<file path="src/rtl/cpu_pkg.sv">
// cpu_pkg: shared types for the multi-cycle sequencer.
// Opcodes, FSM states, APB phases and decode helpers.
package cpu_pkg;

  localparam int WORD_W = 16;
  localparam int OP_MSB = 15;
  localparam int OP_LSB = 13;

  typedef enum logic [2:0] {
    OP_ADD  = 3'b000,
    OP_ADDI = 3'b001,
    OP_SUB  = 3'b010,
    OP_NAND = 3'b011,
    OP_BNE  = 3'b100,
    OP_LW   = 3'b101,
    OP_SW   = 3'b110,
    OP_J    = 3'b111
  } opcode_e;

  typedef enum logic [2:0] {
    S_IDLE,
    S_F_SETUP,
    S_F_ACCESS,
    S_EXEC,
    S_M_SETUP,
    S_M_ACCESS,
    S_WB,
    S_FAULT
  } seq_state_e;

  typedef enum logic [1:0] {
    P_IDLE,
    P_SETUP,
    P_ACCESS
  } apb_phase_e;

  function automatic logic is_mem_op(
    input opcode_e op
  );
    return (op == OP_LW) || (op == OP_SW);
  endfunction

  function automatic logic is_alu_op(
    input opcode_e op
  );
    return op inside {OP_ADD, OP_ADDI,
                      OP_SUB, OP_NAND};
  endfunction

endpackage

</file>
<file path="src/rtl/cpu_sequencer_if.sv">
// cpu_sequencer_if: APB bus between sequencer and memory.
// master drives address/control/wdata, slave answers.
interface cpu_sequencer_if;
  import cpu_pkg::*;

  logic [WORD_W-1:0] paddr;
  logic              psel;
  logic              penable;
  logic              pwrite;
  logic [WORD_W-1:0] pwdata;
  logic [WORD_W-1:0] prdata;
  logic              pready;
  logic              pslverr;

  modport master (
    output paddr, psel, penable,
    output pwrite, pwdata,
    input  prdata, pready, pslverr
  );

  modport slave (
    input  paddr, psel, penable,
    input  pwrite, pwdata,
    output prdata, pready, pslverr
  );

endinterface

</file>
<file path="src/rtl/cpu_sequencer_apb_master_port.sv">
// apb_master_port: setup/access handshake, wait count, timeout.
// start loads addr/wr/wdata; done/err report the access outcome.
module apb_master_port
  import cpu_pkg::*;
#(
  parameter int unsigned WAIT_LIMIT = 15
) (
  input  logic              clk,
  input  logic              reset_n,
  input  logic              start,
  input  logic              wr,
  input  logic [WORD_W-1:0] addr,
  input  logic [WORD_W-1:0] wdata,
  output logic              done,
  output logic              err,
  output logic [WORD_W-1:0] rdata,
  cpu_sequencer_if.master   apb
);

  localparam int unsigned CL = $clog2(WAIT_LIMIT + 1);
  localparam int unsigned CW = (CL < 4) ? 4 : CL;
  localparam logic [CW-1:0] LAST = CW'(WAIT_LIMIT - 1);

  apb_phase_e        phase;
  apb_phase_e        phase_nxt;
  logic [CW-1:0]     cnt;
  logic [WORD_W-1:0] paddr_q;
  logic [WORD_W-1:0] pwdata_q;
  logic              pwrite_q;
  logic              acc;
  logic              tmo;

  assign acc  = phase == P_ACCESS;
  assign tmo  = acc && !apb.pready && (cnt == LAST);
  assign done = acc && apb.pready && !apb.pslverr;
  assign err  = (acc && apb.pready && apb.pslverr) || tmo;

  assign rdata       = apb.prdata;
  assign apb.psel    = phase != P_IDLE;
  assign apb.penable = acc;
  assign apb.paddr   = paddr_q;
  assign apb.pwrite  = pwrite_q;
  assign apb.pwdata  = pwdata_q;

  always_comb begin
    phase_nxt = phase;
    unique case (phase)
      P_IDLE: begin
        if (start) phase_nxt = P_SETUP;
      end
      P_SETUP: phase_nxt = P_ACCESS;
      P_ACCESS: begin
        if (start)
          phase_nxt = P_SETUP;
        else if (apb.pready || tmo)
          phase_nxt = P_IDLE;
      end
      default: phase_nxt = P_IDLE;
    endcase
  end

  always_ff @(posedge clk or negedge reset_n) begin
    if (!reset_n) begin
      phase    <= P_IDLE;
      cnt      <= '0;
      paddr_q  <= '0;
      pwdata_q <= '0;
      pwrite_q <= 1'b0;
    end else begin
      phase <= phase_nxt;
      if (start) begin
        cnt      <= '0;
        paddr_q  <= addr;
        pwdata_q <= wdata;
        pwrite_q <= wr;
      end else if (acc && !apb.pready) begin
        cnt <= cnt + 1'b1;
      end
    end
  end

endmodule

</file>
<file path="src/rtl/cpu_sequencer.sv">
// cpu_sequencer: PC/IR owner, runs fetch/exec/mem/wb over APB.
// Ports: clk, reset_n, run, datapath in, apb master, ir/pc/strobes out.
module cpu_sequencer
  import cpu_pkg::*;
#(
  parameter logic [WORD_W-1:0] RESET_PC   = 16'h0000,
  parameter int unsigned       WAIT_LIMIT = 15
) (
  input  logic              clk,
  input  logic              reset_n,
  input  logic              run,
  input  logic [WORD_W-1:0] alu_result,
  input  logic              rs1_ne_rs2,
  input  logic [WORD_W-1:0] rs2_data,
  cpu_sequencer_if.master   apb,
  output logic [WORD_W-1:0] ir,
  output logic [WORD_W-1:0] pc,
  output logic              exec_en,
  output logic              rf_we,
  output logic              wb_sel,
  output logic [WORD_W-1:0] load_data,
  output logic              fault
);

  seq_state_e        state;
  seq_state_e        nxt;
  opcode_e           op;
  logic [WORD_W-1:0] pc_nxt;
  logic              start;
  logic              st_wr;
  logic [WORD_W-1:0] st_addr;
  logic [WORD_W-1:0] st_wdata;
  logic              done;
  logic              err;
  logic [WORD_W-1:0] rdata;

  assign op = opcode_e'(ir[OP_MSB:OP_LSB]);

  apb_master_port #(
    .WAIT_LIMIT (WAIT_LIMIT)
  ) u_port (
    .clk     (clk),
    .reset_n (reset_n),
    .start   (start),
    .wr      (st_wr),
    .addr    (st_addr),
    .wdata   (st_wdata),
    .done    (done),
    .err     (err),
    .rdata   (rdata),
    .apb     (apb)
  );

  always_comb begin
    nxt    = state;
    pc_nxt = pc;
    unique case (state)
      S_IDLE: begin
        if (run) nxt = S_F_SETUP;
      end
      S_F_SETUP: nxt = S_F_ACCESS;
      S_F_ACCESS: begin
        if (err)
          nxt = S_FAULT;
        else if (done)
          nxt = S_EXEC;
      end
      S_EXEC: begin
        if (is_mem_op(op)) begin
          nxt = S_M_SETUP;
        end else begin
          nxt = run ? S_F_SETUP : S_IDLE;
          unique case (op)
            OP_BNE: pc_nxt = rs1_ne_rs2
                           ? alu_result
                           : pc + 1'b1;
            OP_J:    pc_nxt = alu_result;
            default: pc_nxt = pc + 1'b1;
          endcase
        end
      end
      S_M_SETUP: nxt = S_M_ACCESS;
      S_M_ACCESS: begin
        if (err) begin
          nxt = S_FAULT;
        end else if (done) begin
          if (op == OP_LW) begin
            nxt = S_WB;
          end else begin
            pc_nxt = pc + 1'b1;
            nxt    = run ? S_F_SETUP : S_IDLE;
          end
        end
      end
      S_WB: begin
        pc_nxt = pc + 1'b1;
        nxt    = run ? S_F_SETUP : S_IDLE;
      end
      S_FAULT: nxt = S_FAULT;
      default: nxt = S_FAULT;
    endcase
  end

  always_comb begin
    start    = 1'b0;
    st_wr    = 1'b0;
    st_addr  = pc_nxt;
    st_wdata = '0;
    unique case (1'b1)
      (nxt == S_F_SETUP): start = 1'b1;
      (nxt == S_M_SETUP): begin
        start    = 1'b1;
        st_wr    = op == OP_SW;
        st_addr  = alu_result;
        st_wdata = rs2_data;
      end
      default: ;
    endcase
  end

  always_ff @(posedge clk or negedge reset_n) begin
    if (!reset_n) begin
      state     <= S_IDLE;
      pc        <= RESET_PC;
      ir        <= '0;
      load_data <= '0;
    end else begin
      state <= nxt;
      pc    <= pc_nxt;
      if (state == S_F_ACCESS && done)
        ir <= rdata;
      if (state == S_M_ACCESS && done
          && op == OP_LW)
        load_data <= rdata;
    end
  end

  assign exec_en = state == S_EXEC;
  assign rf_we   = (state == S_EXEC && is_alu_op(op))
                || (state == S_WB);
  assign wb_sel  = state == S_WB;
  assign fault   = state == S_FAULT;

endmodule

</file>
<file path="src/flat_wrapper.sv">
// flat-port wrapper written by rule: the top's interface ports become plain ports
module cpu_sequencer_flat import cpu_pkg::*;
#(
  parameter logic [WORD_W-1:0] RESET_PC   = 16'h0000,
  parameter int unsigned       WAIT_LIMIT = 15
)
  (clk, reset_n, run, alu_result, rs1_ne_rs2, rs2_data, ir, pc, exec_en, rf_we, wb_sel, load_data, fault, apb_paddr, apb_psel, apb_penable, apb_pwrite, apb_pwdata, apb_prdata, apb_pready, apb_pslverr);
  cpu_sequencer_if apb_i ();
  input  logic clk;
  input  logic reset_n;
  input  logic run;
  input  logic [WORD_W-1:0] alu_result;
  input  logic rs1_ne_rs2;
  input  logic [WORD_W-1:0] rs2_data;
  output logic [WORD_W-1:0] ir;
  output logic [WORD_W-1:0] pc;
  output logic exec_en;
  output logic rf_we;
  output logic wb_sel;
  output logic [WORD_W-1:0] load_data;
  output logic fault;
  output wire logic [$bits(apb_i.paddr)-1:0] apb_paddr;
  output wire logic [$bits(apb_i.psel)-1:0] apb_psel;
  output wire logic [$bits(apb_i.penable)-1:0] apb_penable;
  output wire logic [$bits(apb_i.pwrite)-1:0] apb_pwrite;
  output wire logic [$bits(apb_i.pwdata)-1:0] apb_pwdata;
  input wire logic [$bits(apb_i.prdata)-1:0] apb_prdata;
  input wire logic [$bits(apb_i.pready)-1:0] apb_pready;
  input wire logic [$bits(apb_i.pslverr)-1:0] apb_pslverr;
  assign apb_paddr = apb_i.paddr;
  assign apb_psel = apb_i.psel;
  assign apb_penable = apb_i.penable;
  assign apb_pwrite = apb_i.pwrite;
  assign apb_pwdata = apb_i.pwdata;
  assign apb_i.prdata = apb_prdata;
  assign apb_i.pready = apb_pready;
  assign apb_i.pslverr = apb_pslverr;
  cpu_sequencer #(.RESET_PC(RESET_PC), .WAIT_LIMIT(WAIT_LIMIT)) u_core (.clk(clk), .reset_n(reset_n), .run(run), .alu_result(alu_result), .rs1_ne_rs2(rs1_ne_rs2), .rs2_data(rs2_data), .apb(apb_i), .ir(ir), .pc(pc), .exec_en(exec_en), .rf_we(rf_we), .wb_sel(wb_sel), .load_data(load_data), .fault(fault));
endmodule
</file>
<file path="config.mk">
export PLATFORM = sky130hd
export DESIGN_NAME = cpu_sequencer_flat
export DESIGN_NICKNAME = d
export VERILOG_FILES = /design/src/rtl/cpu_pkg.sv /design/src/rtl/cpu_sequencer_if.sv /design/src/rtl/cpu_sequencer_apb_master_port.sv /design/src/rtl/cpu_sequencer.sv /design/src/flat_wrapper.sv
export SDC_FILE = /design/constraint.sdc
export NUM_CORES = 1
export LEC_CHECK = 0
export ABC_AREA = 0
export CORE_MARGIN = 5
export CORE_UTILIZATION = 45
export DETAILED_ROUTE_END_ITERATION = 7
export GPL_TIMING_DRIVEN = 0
export PLACE_DENSITY = 0.76
export REMOVE_ABC_BUFFERS = 1
export SYNTH_ARGS = -nofsm -noshare
export SYNTH_HDL_FRONTEND = slang
export SYNTH_HIERARCHICAL = 1
export SYNTH_SLANG_ARGS = --single-unit
</file>
<file path="constraint.sdc">
create_clock -name clk -period 3.6 [get_ports clk]
set_input_delay 0.54 -clock clk [delete_from_list [all_inputs] [get_ports clk]]
set_output_delay 0.54 -clock clk [all_outputs]
set_load 0.02 [all_outputs]
</file>
==> results by stage <==
Run status:
- The flow ran to the end, and the final reports show no timing, DRC or antenna violations.

Timing:
- Of the available clock period, the critical path in the final layout requires 93.0%.
- The slew at the pin with the worst max-slew slack is 1380 ps.
- Clock skew on the completed layout was measured at 6.55 ps.
- Setup repair after global routing left no endpoint under its margin.
- Static timing analysis puts the maximum clock frequency at 299 MHz.
- The number of pins with negative max-slew slack in the final report is 0.
- The worst path needs between 3000 and 4000 ps of the cycle, external delays included.
- The least setup slack across all paths after layout is 252 ps.
- The final number of hold-violating endpoints was 0.
- The number of setup violations in the final report is 0.
- The worst max-slew margin expressed relative to the limit is 7.79%.
- The setup total negative slack is 0 ps.

Finish:
- The share of post-route cells with drive strength above 1 is about 17%.
- The sequential cells in the finished layout cover a total of around 0.0023 mm^2.
- In the final layout, the multi-input gates occupy 0.00236 mm^2.
- The finished cells cover 0.00647 mm^2.
- The layout filler cell count is 898.
- From synthesis to final layout, the design area changed by 33.6%.
- The number of antenna diodes in the final layout is 0.
- After the last flow step, the layout net total stands at between 600 and 700.

CTS:
- Buffers added to address setup during post-CTS repair amount to 0.
- The count of cells resized by post-cts repair is 0.
- The clock transition at the register clock pins on the worst setup and hold paths after CTS is around 90 ps.
- For this design, the sink count on the clock tree is 90.
- The tree is rooted in a clkbuf_8.
- The buffer levels on the longest clock path is 2.
- The H-tree level count is 3.
- The clock tree from TritonCTS is done.
- In this run, post-CTS hold repair placed 0 buffers.
- The insertion delay of the later-clocked pin in the worst-skew pair is 370 ps.
- The number of clock buffers inserted by TritonCTS is 9.

Die:
- During I/O placement, the number of pins put on the boundary was 141.
- The initial core utilization is 46.5%.
- The horizontal extent of the die is 114 um.
- The floorplan has 37 rows.
- The die covers 0.0129 mm^2.
- The die height is 114 um.
- The standard cell core area is 0.0104 mm^2.

Critical path:
- The buffering stage count on the worst path with inverters included is 3.
- In this run the worst path has a maximum fanout of 16.
- The largest stage delay on the critical path is 660 ps.
- The family with the most delay on the worst path is compound AO/OA/AOI/OAI gates.
- The data required time at the worst endpoint is between 3000 and 4000 ps.
- For this design, the slowest cell found on the critical path is o31ai_4.
- The endpoint class of the critical path is a flop.
- The critical path's most frequent cell is nand2b_1.
- The sort of element at the start of the critical path is a flop.
- The setup path with the least slack is of type flop to flop.
- The endpoint arrival time on the critical path is 3610 ps.
- The signal on the critical path passes through inv_1, ha_1, nand3_1, o21ai_0, and2_1, nand2b_1, nand2b_1, o22ai_1, a21oi_1, o31ai_4, buf_16, buf_8, mux2_2.

Job:
- The number of violations of the max-capacitance limit is 0.

Global route:
- The number of antenna violations at the first check in global routing is 0.
- The combined global-route utilization of all metal layers is 20.8%.
- After global routing the overflow that remains totals 0.
- The number of global-route vias before repair is 4,154.
- Entering global routing, the biggest net connects 51 pins.
- The first global-routing pass estimated 21,400 um of wire.

Detailed routing:
- The routed layout has 4,010 vias.
- The count of nets left with antenna violations after detail routing is 0.
- Using the TritonRoute via totals, the vias-per-cell ratio works out to 5.64.
- The DRC violation total after the first TritonRoute iteration is 209.
- In the final routed layout, each cell accounts on average for 18.3 um.
- The final wirelength is 13,000 um.
- The first TritonRoute pass finished after 5 iterations.
- After detailed routing, the number of remaining DRC violations is 0.

Pwr:
- The leakage power is 2.74 nW.
- Dividing total power by cell area gives a power density of 746 mW/mm^2.
- The worst voltage drop across the vdd grid is 0.000326 V.

Hold path:
- In this run the worst hold path is classified as input pin to async pin.

Synthesis:
- In the synthesized netlist, the number of instances is 455.
- The number of different library cells in the post-synthesis netlist is 65.
- The dominant register cell in the synthesized netlist is dfrtp_1.
- Counting flops with a built-in enable in the synthesized netlist gives 0.
- The register bit total from synthesis is 90.
- Of all flip-flops after synthesis, the portion carrying an async set or reset was 100%.
- During synthesis, Yosys emitted a total of 6 warnings.
- The share of the Yosys chip area taken by registers is 46.5%.
- A synthesized cell averages around 11 um^2.
- After synthesis the cells add up to 0.00484 mm^2.

Place:
- Summing all placed instances gives a cell area of approximately 0.0063 mm^2.
- The HPWL after detailed placement is 9720 um.
- In this run the tool buffered the top-level ports with 140 buffer cells.
- Prior to clock tree synthesis, the placed netlist has a worst setup slack of -174 ps.
- The routability congestion estimate is 0.892.
==> cell type report <==
type / count / share of cell area, %
Clock buffer: 11 / 2.18
Clock inverter: 3 / 0.271
Inverter: 10 / 0.580
Multi-Input combinational cell: 316 / 36.4
Sequential cell: 90 / 34.8
Tap cell: 136 / 2.63
Timing Repair Buffer: 145 / 23.1
==> path summary, 6_finish.rpt <==
path / from / endpoint / slack (ps) / depth (start not counted)
min in group clk: u_core/u_port/apb.paddr[10] / u_core/u_port/apb.paddr[10] / 510 / 1
worst min-delay path: reset_n / u_core/load_data[7] / 150 / 1
worst min register to register: u_core/u_port/apb.paddr[10] / u_core/u_port/apb.paddr[10] / 510 / 1
max in group asynchronous: reset_n / u_core/u_port/apb.paddr[4] / 2800 / 2
worst max register to register: u_core/u_port/cnt[0] / u_core/u_port/apb.pwdata[7] / 250 / 13
worst max-delay path: u_core/u_port/cnt[0] / u_core/u_port/apb.pwdata[7] / 250 / 13
==> layout by cell type, fill, tap and decap left out, types with 4 or more instances in the layout <==
cell type / netlist / final
a211oi_1: 5 / 5
a21oi_1: 19 / 18
a22oi_1: 7 / 7
a31oi_1: 6 / 6
and2_1: 21 / 21
and3_1: 4 / 4
clkbuf_8: 0 / 10
clkdlybuf4s50_1: 0 / 139
dfrtp_1: 90 / 90
inv_1: 8 / 8
mux2_2: 64 / 64
nand2_1: 32 / 32
nand2b_1: 4 / 4
nand3_1: 12 / 12
nand3b_1: 5 / 5
nand4_1: 5 / 5
nor2_1: 22 / 21
nor2b_1: 4 / 4
nor3_1: 7 / 7
nor4_1: 4 / 4
o21ai_0: 15 / 15
o22ai_1: 7 / 7
o31ai_1: 11 / 10
or3_1: 4 / 4
==> per-layer routing <==
layer  vias up  GRT usage (%)  wire [um]
met5         -              0          0
met2       147           34.6       6420
li1       1891              -          -
met4         0           8.65        347
met3        25           5.25        911
met1      1947           25.7       5330
==> power breakdown <==
part / switching, W / leakage [nW] / total (W) / internal [W]
Combinational: 0.00131 / 1.48 / 0.00254 / 0.00123
Sequential: 0.000367 / 1.18 / 0.00168 / 0.00131
Clock: 0.000353 / 0.0810 / 0.000613 / 0.000260
==> per-stage QoR <==
stage	power [W]	util, %	cells	hold slack, ps
floorplan	0.00310	-	416	244
global placement	0.00410	59.4	692	490
detailed placement	0.00424	60.6	697	495
CTS	0.00487	62.1	711	153
global route	0.00515	62.1	711	180
finish	0.00483	62.1	711	149
==> logic make-up (layout without fill, tap and decap cells) <==
| kind of cell | count (synthesis) | in the layout | share of synthesized area [%] |
|---|---|---|---|
| buffers and inverters | 49 | 169 | 5.45 |
| and+or+nand+nor | 143 | 143 | 17.0 |
| DFF | 90 | 90 | 46.5 |
| muxes | 68 | 68 | 15.8 |
| AOI/OAI and AO/OA | 96 | 96 | 13.4 |
| xor gates and xnor gates | 6 | 6 | 1.08 |
| adders and majority gates | 3 | 3 | 0.775 |
==> state kept, by name (all words and copies together), names as in the netlist <==
| register | cells |
|---|---|
| u_core/u_port/apb.paddr | 16 |
| u_core/u_port/phase | 2 |
| u_core/state | 3 |
| u_core/pc | 16 |
| u_core/u_port/cnt | 4 |
| u_core/load_data | 16 |
| u_core/u_port/apb.pwrite | 1 |
| u_core/ir | 16 |
| u_core/u_port/apb.pwdata | 16 |
==> synthesized netlist by cell type (2+ instances only) <==
cell type | number | area (um^2)
o22ai_1 | 7 | 43.8
dfrtp_1 | 90 | 2250
o211ai_1 | 2 | 15.0
nand2b_1 | 4 | 25.0
xnor2_1 | 3 | 26.3
mux2i_1 | 3 | 30.0
nand3b_1 | 5 | 37.5
a221oi_1 | 2 | 17.5
nand3_1 | 12 | 60.1
nand2_1 | 32 | 120
a21o_1 | 2 | 15.0
or3_1 | 4 | 25.0
a311o_1 | 3 | 30.0
nor3_2 | 2 | 20.0
buf_4 | 16 | 120
and3_1 | 4 | 25.0
a221o_1 | 3 | 30.0
nor2b_1 | 4 | 25.0
mux2_2 | 64 | 721
xor2_1 | 3 | 26.3
a22oi_1 | 7 | 52.6
buf_2 | 10 | 50.1
a21oi_1 | 19 | 95.1
o31a_1 | 3 | 26.3
and2_1 | 21 | 131
o31ai_1 | 11 | 82.6
o21ai_0 | 15 | 75.1
nor3_1 | 7 | 35.0
a31oi_1 | 6 | 37.5
ha_1 | 3 | 37.5
nor2_1 | 22 | 82.6
clkbuf_1 | 11 | 41.3
inv_1 | 8 | 30.0
nor4_1 | 4 | 25.0
a21boi_0 | 2 | 15.0
a211oi_1 | 5 | 37.5
nand4_1 | 5 | 31.3
and3b_1 | 2 | 17.5
a311oi_1 | 3 | 26.3
Power figures use the tool's default switching activity.
